### src/rtl/fetch_realign_fifo_pkg.sv
// Shared types and constants for the instruction fetch realignment queue.
package fetch_pkg;

  localparam int unsigned HALF_W  = 16;
  localparam int unsigned INSTR_W = 32;

  localparam logic [31:0] RESET_PC_DEFAULT = 32'h1000_0000;

  typedef logic [HALF_W-1:0] halfword_t;

  function automatic logic is_compressed(input logic [1:0] lsb);
    return lsb != 2'b11;
  endfunction

endpackage

### src/rtl/rvc_head_align.sv
// Combinational head decode: forms one RV32C/RV32I instruction from the two
// oldest halfwords and reports how far the read side advances when it is taken.
module rvc_head_align
  import fetch_pkg::*;
#(
  parameter int unsigned CW = 4
) (
  input  halfword_t            h0,
  input  halfword_t            h1,
  input  logic [CW-1:0]        count,
  input  logic [31:0]          pc,
  output logic [INSTR_W-1:0]   instr,
  output logic                 compressed,
  output logic                 valid,
  output logic [1:0]           pop_size,
  output logic [31:0]          pc_next
);

  logic comp_raw;

  always_comb begin
    comp_raw   = is_compressed(h0[1:0]);
    valid      = (count >= CW'(1) && comp_raw) || (count >= CW'(2));
    compressed = valid && comp_raw;
    pop_size   = comp_raw ? 2'd1 : 2'd2;
    pc_next    = pc + (comp_raw ? 32'd2 : 32'd4);
    instr      = '0;
    if (valid) begin
      instr = comp_raw ? {{HALF_W{1'b0}}, h0} : {h1, h0};
    end
  end

endmodule

### src/rtl/fetch_realign_fifo.sv
// Instruction fetch queue storing words as halfword slots and realigning mixed
// RV32C/RV32I streams. Define FETCH_FIFO_BYPASS_EN for same-cycle empty bypass.
module fetch_realign_fifo
  import fetch_pkg::*;
#(
  parameter int unsigned DEPTH    = 4,
  parameter logic [31:0] RESET_PC = RESET_PC_DEFAULT
) (
  input  logic                        clk_i,
  input  logic                        rst_i,
  input  logic                        flush_i,
  input  logic [31:0]                 flush_pc_i,
  input  logic                        in_valid_i,
  output logic                        in_ready_o,
  input  logic [INSTR_W-1:0]          in_instr_i,
  output logic                        out_valid_o,
  input  logic                        out_ready_i,
  output logic [INSTR_W-1:0]          out_instr_o,
  output logic [31:0]                 out_pc_o,
  output logic                        out_compressed_o,
  output logic [$clog2(2*DEPTH):0]    count_o
);

  localparam int unsigned SLOTS = 2 * DEPTH;
  localparam int unsigned PW    = $clog2(SLOTS);
  localparam int unsigned CW    = PW + 1;

  halfword_t       mem [SLOTS];
  logic [PW-1:0]   rd_ptr_q, wr_ptr_q;
  logic [PW-1:0]   rd_ptr_p1, wr_ptr_p1;
  logic [CW-1:0]   count_q;
  logic [31:0]     pc_q;
  logic            skip_q;

  logic            push, pop;
  logic [CW-1:0]   push_n;
  halfword_t       head_h0, head_h1;
  logic [CW-1:0]   head_count;
  logic [INSTR_W-1:0] head_instr;
  logic            head_valid, head_comp;
  logic [1:0]      pop_size;
  logic [31:0]     pc_next;
  logic            unused_flush_pc_lsb;

  assign unused_flush_pc_lsb = flush_pc_i[0];

  assign rd_ptr_p1 = rd_ptr_q + PW'(1);
  assign wr_ptr_p1 = wr_ptr_q + PW'(1);

  always_comb begin
    in_ready_o = (count_q <= CW'(SLOTS - 2)) && !flush_i;
    push       = in_valid_i && in_ready_o;
    push_n     = skip_q ? CW'(1) : CW'(2);
  end

`ifdef FETCH_FIFO_BYPASS_EN
  // With an empty queue the incoming word is presented directly; it is still
  // written normally, and rd_ptr==wr_ptr means a pop simply skips what was used.
  always_comb begin
    head_h0    = mem[rd_ptr_q];
    head_h1    = mem[rd_ptr_p1];
    head_count = count_q;
    if (count_q == '0 && push) begin
      head_h0    = skip_q ? in_instr_i[31:16] : in_instr_i[15:0];
      head_h1    = skip_q ? '0 : in_instr_i[31:16];
      head_count = push_n;
    end
  end
`else
  always_comb begin
    head_h0    = mem[rd_ptr_q];
    head_h1    = mem[rd_ptr_p1];
    head_count = count_q;
  end
`endif

  rvc_head_align #(
    .CW (CW)
  ) u_align (
    .h0         (head_h0),
    .h1         (head_h1),
    .count      (head_count),
    .pc         (pc_q),
    .instr      (head_instr),
    .compressed (head_comp),
    .valid      (head_valid),
    .pop_size   (pop_size),
    .pc_next    (pc_next)
  );

  always_comb begin
    out_valid_o      = head_valid && !flush_i;
    out_compressed_o = head_comp && !flush_i;
    out_instr_o      = flush_i ? '0 : head_instr;
    out_pc_o         = pc_q;
    count_o          = count_q;
    pop              = out_valid_o && out_ready_i;
  end

  always_ff @(posedge clk_i) begin
    if (rst_i) begin
      count_q  <= '0;
      rd_ptr_q <= '0;
      wr_ptr_q <= '0;
      pc_q     <= RESET_PC;
      skip_q   <= 1'b0;
    end else if (flush_i) begin
      count_q  <= '0;
      rd_ptr_q <= '0;
      wr_ptr_q <= '0;
      pc_q     <= {flush_pc_i[31:1], 1'b0};
      skip_q   <= flush_pc_i[1];
    end else begin
      if (push) begin
        wr_ptr_q <= skip_q ? wr_ptr_p1 : wr_ptr_q + PW'(2);
        skip_q   <= 1'b0;
      end
      if (pop) begin
        rd_ptr_q <= rd_ptr_q + PW'(pop_size);
        pc_q     <= pc_next;
      end
      count_q <= count_q + (push ? push_n : '0) - (pop ? CW'(pop_size) : '0);
    end
  end

  // Halfword storage is not reset; count alone decides what is visible.
  always_ff @(posedge clk_i) begin
    if (push && !rst_i) begin
      if (skip_q) begin
        mem[wr_ptr_q] <= in_instr_i[31:16];
      end else begin
        mem[wr_ptr_q]  <= in_instr_i[15:0];
        mem[wr_ptr_p1] <= in_instr_i[31:16];
      end
    end
  end

endmodule
### config.mk
export PLATFORM = sky130hd
export DESIGN_NAME = fetch_realign_fifo
export DESIGN_NICKNAME = d
export VERILOG_FILES = /design/src/rtl/fetch_realign_fifo_pkg.sv /design/src/rtl/rvc_head_align.sv /design/src/rtl/fetch_realign_fifo.sv
export SDC_FILE = /design/constraint.sdc
export NUM_CORES = 1
export LEC_CHECK = 0
export ABC_AREA = 1
export BUFFER_PORTS_ARGS = -buffer_cell sky130_fd_sc_hd__buf_4
export CORE_UTILIZATION = 27
export DETAILED_ROUTE_END_ITERATION = 7
export GPL_TIMING_DRIVEN = 0
export PLACE_DENSITY_LB_ADDON = 0.25
export SKIP_LAST_GASP = 1
export SLEW_MARGIN = 25
export SYNTH_ARGS = -nofsm -noshare
export SYNTH_HDL_FRONTEND = slang
export SYNTH_SLANG_ARGS = --single-unit
### constraint.sdc
create_clock -name clk_i -period 4.7 [get_ports clk_i]
set_input_delay 0.94 -clock clk_i [delete_from_list [all_inputs] [get_ports clk_i]]
set_output_delay 0.94 -clock clk_i [all_outputs]
set_load 0.05 [all_outputs]
==> flow_metrics.tcl <==
set metrics [dict create \
    grt_antenna_before_repair 0 \
    relSlewSlack_pct 26.8 \
    synth-edff-count 128 \
    fin_nets 1798 \
    worstMarginPinSlew_ns 1.09 \
    status "finished, final reports clean" \
    path_buf_inv 5 \
    cts_made_buffers 17 \
    clkTransAtPathRegs_ns 0.07 \
    async_flop_share_pct 0 \
    row_count 74 \
    cts_resized 0 \
    synth_cell_types 41 \
    diodes 0 \
    synth-seq-area-share_pct 41.8 \
    grt_pass1_wl_mm 65.7 \
    skew_ns 0.00977 \
    drive_above_1_share_pct 15.1 \
    final_cells 2255 \
    finalCriticalPeriod_ns 4.36 \
    final_antenna_net_count 0 \
    clock.fmax_mhz 229 \
    wire_per_inst_microns 19.8 \
    syn_area_sq_um 11300 \
    maxCapViolCount 0 \
    whs_ns 0.550 \
    ys_top_cells_by_count "nand2_1 (413), nor2_1 (176), o21ai_0 (170), edfxtp_1 (128), inv_1 (120)" \
    yosysMostFrequentCell "nand2_1" \
    hold_viol_final 0 \
    yosys_register_bits 173 \
    chipWidth_microns 207 \
    setup_viol 0 \
    yosysTopAreaCellShare_pct 33.9 \
    min_path_type "flop to flop" \
    clkSinkCount 173 \
    portBuffers 121 \
    h-tree-depth 4 \
    gp_congestion 0.899 \
    synth_area_leaders "edfxtp_1 (34%), nand2_1 (14%), dfxtp_1 (7.9%)" \
    wl_mm 44.6 \
    cp_slowest_cell "clkbuf_1" \
    period_share_pct 92.8 \
    dp_cells 2223 \
    drt_iter0_markers 1063 \
    syn2layout_area_growth_pct 20.9 \
    firstDrtPassIters 7 \
    place_hpwl_mm 34.8 \
    core_area_sq_um 41100 \
    drv_slew 0 \
    grt_usage_pct 20.9 \
    cp_common_cell "clkbuf_1" \
    power_density_nw_per_um2 307 \
    avgSynthCellArea_sq_um 7.26 \
    p_leak_nw 5.31 \
    dieArea_sq_um 42800 \
    path_max_fanout 10 \
    vias_per_cell 5.13 \
    cts_tree "yes" \
    arrival_ns 3.42 \
    die_y_microns 207 \
    grt_max_degree 17 \
    cts-hold-fix-buffers 0 \
    synth_cells 1562 \
    reg2reg_setup_slack_ns 0.85 \
    synth_ff_type "edfxtp_1" \
    cts_buffer_depth 2 \
    ios 140 \
    worst_skew_pair.late_latency_ns 0.44 \
    cp_cell_sequence "clkbuf_1 -> clkinv_1 -> clkbuf_1 -> buf_1 -> nand2_1 -> o211ai_1 -> a21oi_1 -> nor4_1 -> buf_4" \
    path_delay_family "buffers and inverters" \
    synth_top_cell_by_area "edfxtp_1" \
    final_util_pct 33.3 \
    critPathRequiredTime_ns 3.76 \
    routed-via-count 11560 \
    cts_root_buf "clkbuf_16" \
    grt_pass1_vias 10626 \
    syn-num-nets 1650 \
    ys_warn_count 0 \
    power_w 0.00421 \
    start_util_pct 27.6 \
    critPathCaptureType "output pin" \
    criticalPathCategory "flop to output pin" \
    slowest_delay_ns 0.56 \
    rsz0062_at_grt "no" \
    ir_drop_mv 0.217 \
    post_cts_buffers 0 \
    drc 0 \
    worstSetupStartpointType "flop" \
    grt.overflow.total 0 \
]
==> registers in the layout, summed over array words and instances (netlist names), named ones only <==
name and count:
count_o 4, wr_ptr_q 3, skip_q 1, rd_ptr_q 3, mem 128, out_pc_o 31
==> report_power, final <==
group,internal (W),leakage (nW),switching [W]
registers,0.00170,1.52,0.0000539
logic,0.000302,3.50,0.000715
clock network,0.000785,0.279,0.000653
==> worst paths after layout <==
check                             startpoint         endpoint  depth (start not counted)
worst max register to register          flop       count_o[3]                         20
worst max-delay path             rd_ptr_q[0]  out_instr_o[30]                          9
worst min-delay path            out_pc_o[28]     out_pc_o[28]                          2
worst min register to register  out_pc_o[28]     out_pc_o[28]                          2
==> cell families after synthesis <==
family          synth area share, %
simple gates                   27.4
compound gates                 17.2
buf+inv                        8.91
flops                          41.8
fa+ha+maj                      2.36
xor+xnor                       1.16
mux                            1.15
other cells                  0.0331
==> placed cells by master, fill, tap and decap left out, types with 7 or more instances in the layout <==
master     count
edfxtp_1     128
nor3_1        19
clkbuf_16     17
mux2i_1       13
inv_1        120
o21ai_2       11
buf_4        137
clkbuf_1      56
or2_2         19
ha_1          15
nor2_1       176
o211ai_1      15
nand2_1      413
dfxtp_1       45
nand3_1       84
buf_2         33
o21ai_0      169
a21oi_1      112
xor2_1        13
o21ai_1       20
nand4_1        7
o311ai_0      13
nor4_1        16
==> area by class of cell <==
class                           count  area (sq um)
Inverter                          127           477
Clock inverter                     14           145
Buffer                            111           533
Multi-Input combinational cell   1151          5680
Timing Repair Buffer              129          1030
Sequential cell                   173          4740
Clock buffer                       18           429
Tap cell                          532           666
Fill cell                        4377         27400
==> through the flow <==
step	instance area (sq um)	setup TNS (ns)	setup slack [ns]
after global placement	12900	-4.00	-0.136
after detailed placement	13100	0	0.892
final	13700	0	0.339
after CTS	13700	0	0.405
after global routing	13700	0	0.236
after floorplan	11300	0	0.862
==> routing by layer <==
| layer | GRT usage (%) | wire (microns) | vias up |
|---|---|---|---|
| met3 | 3.34 | 3530 | 67 |
| met4 | 6.47 | 982 | 0 |
| li1 | - | - | 5513 |
| met2 | 31.9 | 19600 | 553 |
| met5 | 0 | 0 | - |
| met1 | 29.9 | 20500 | 5427 |
==> tightest hold or removal path: cells and delay by family (launching register included) <==
family,cells,cell delay [ns]
flops,1,0.36
simple gates,2,0.15
Note: power is estimated with default switching activity, not from simulation.
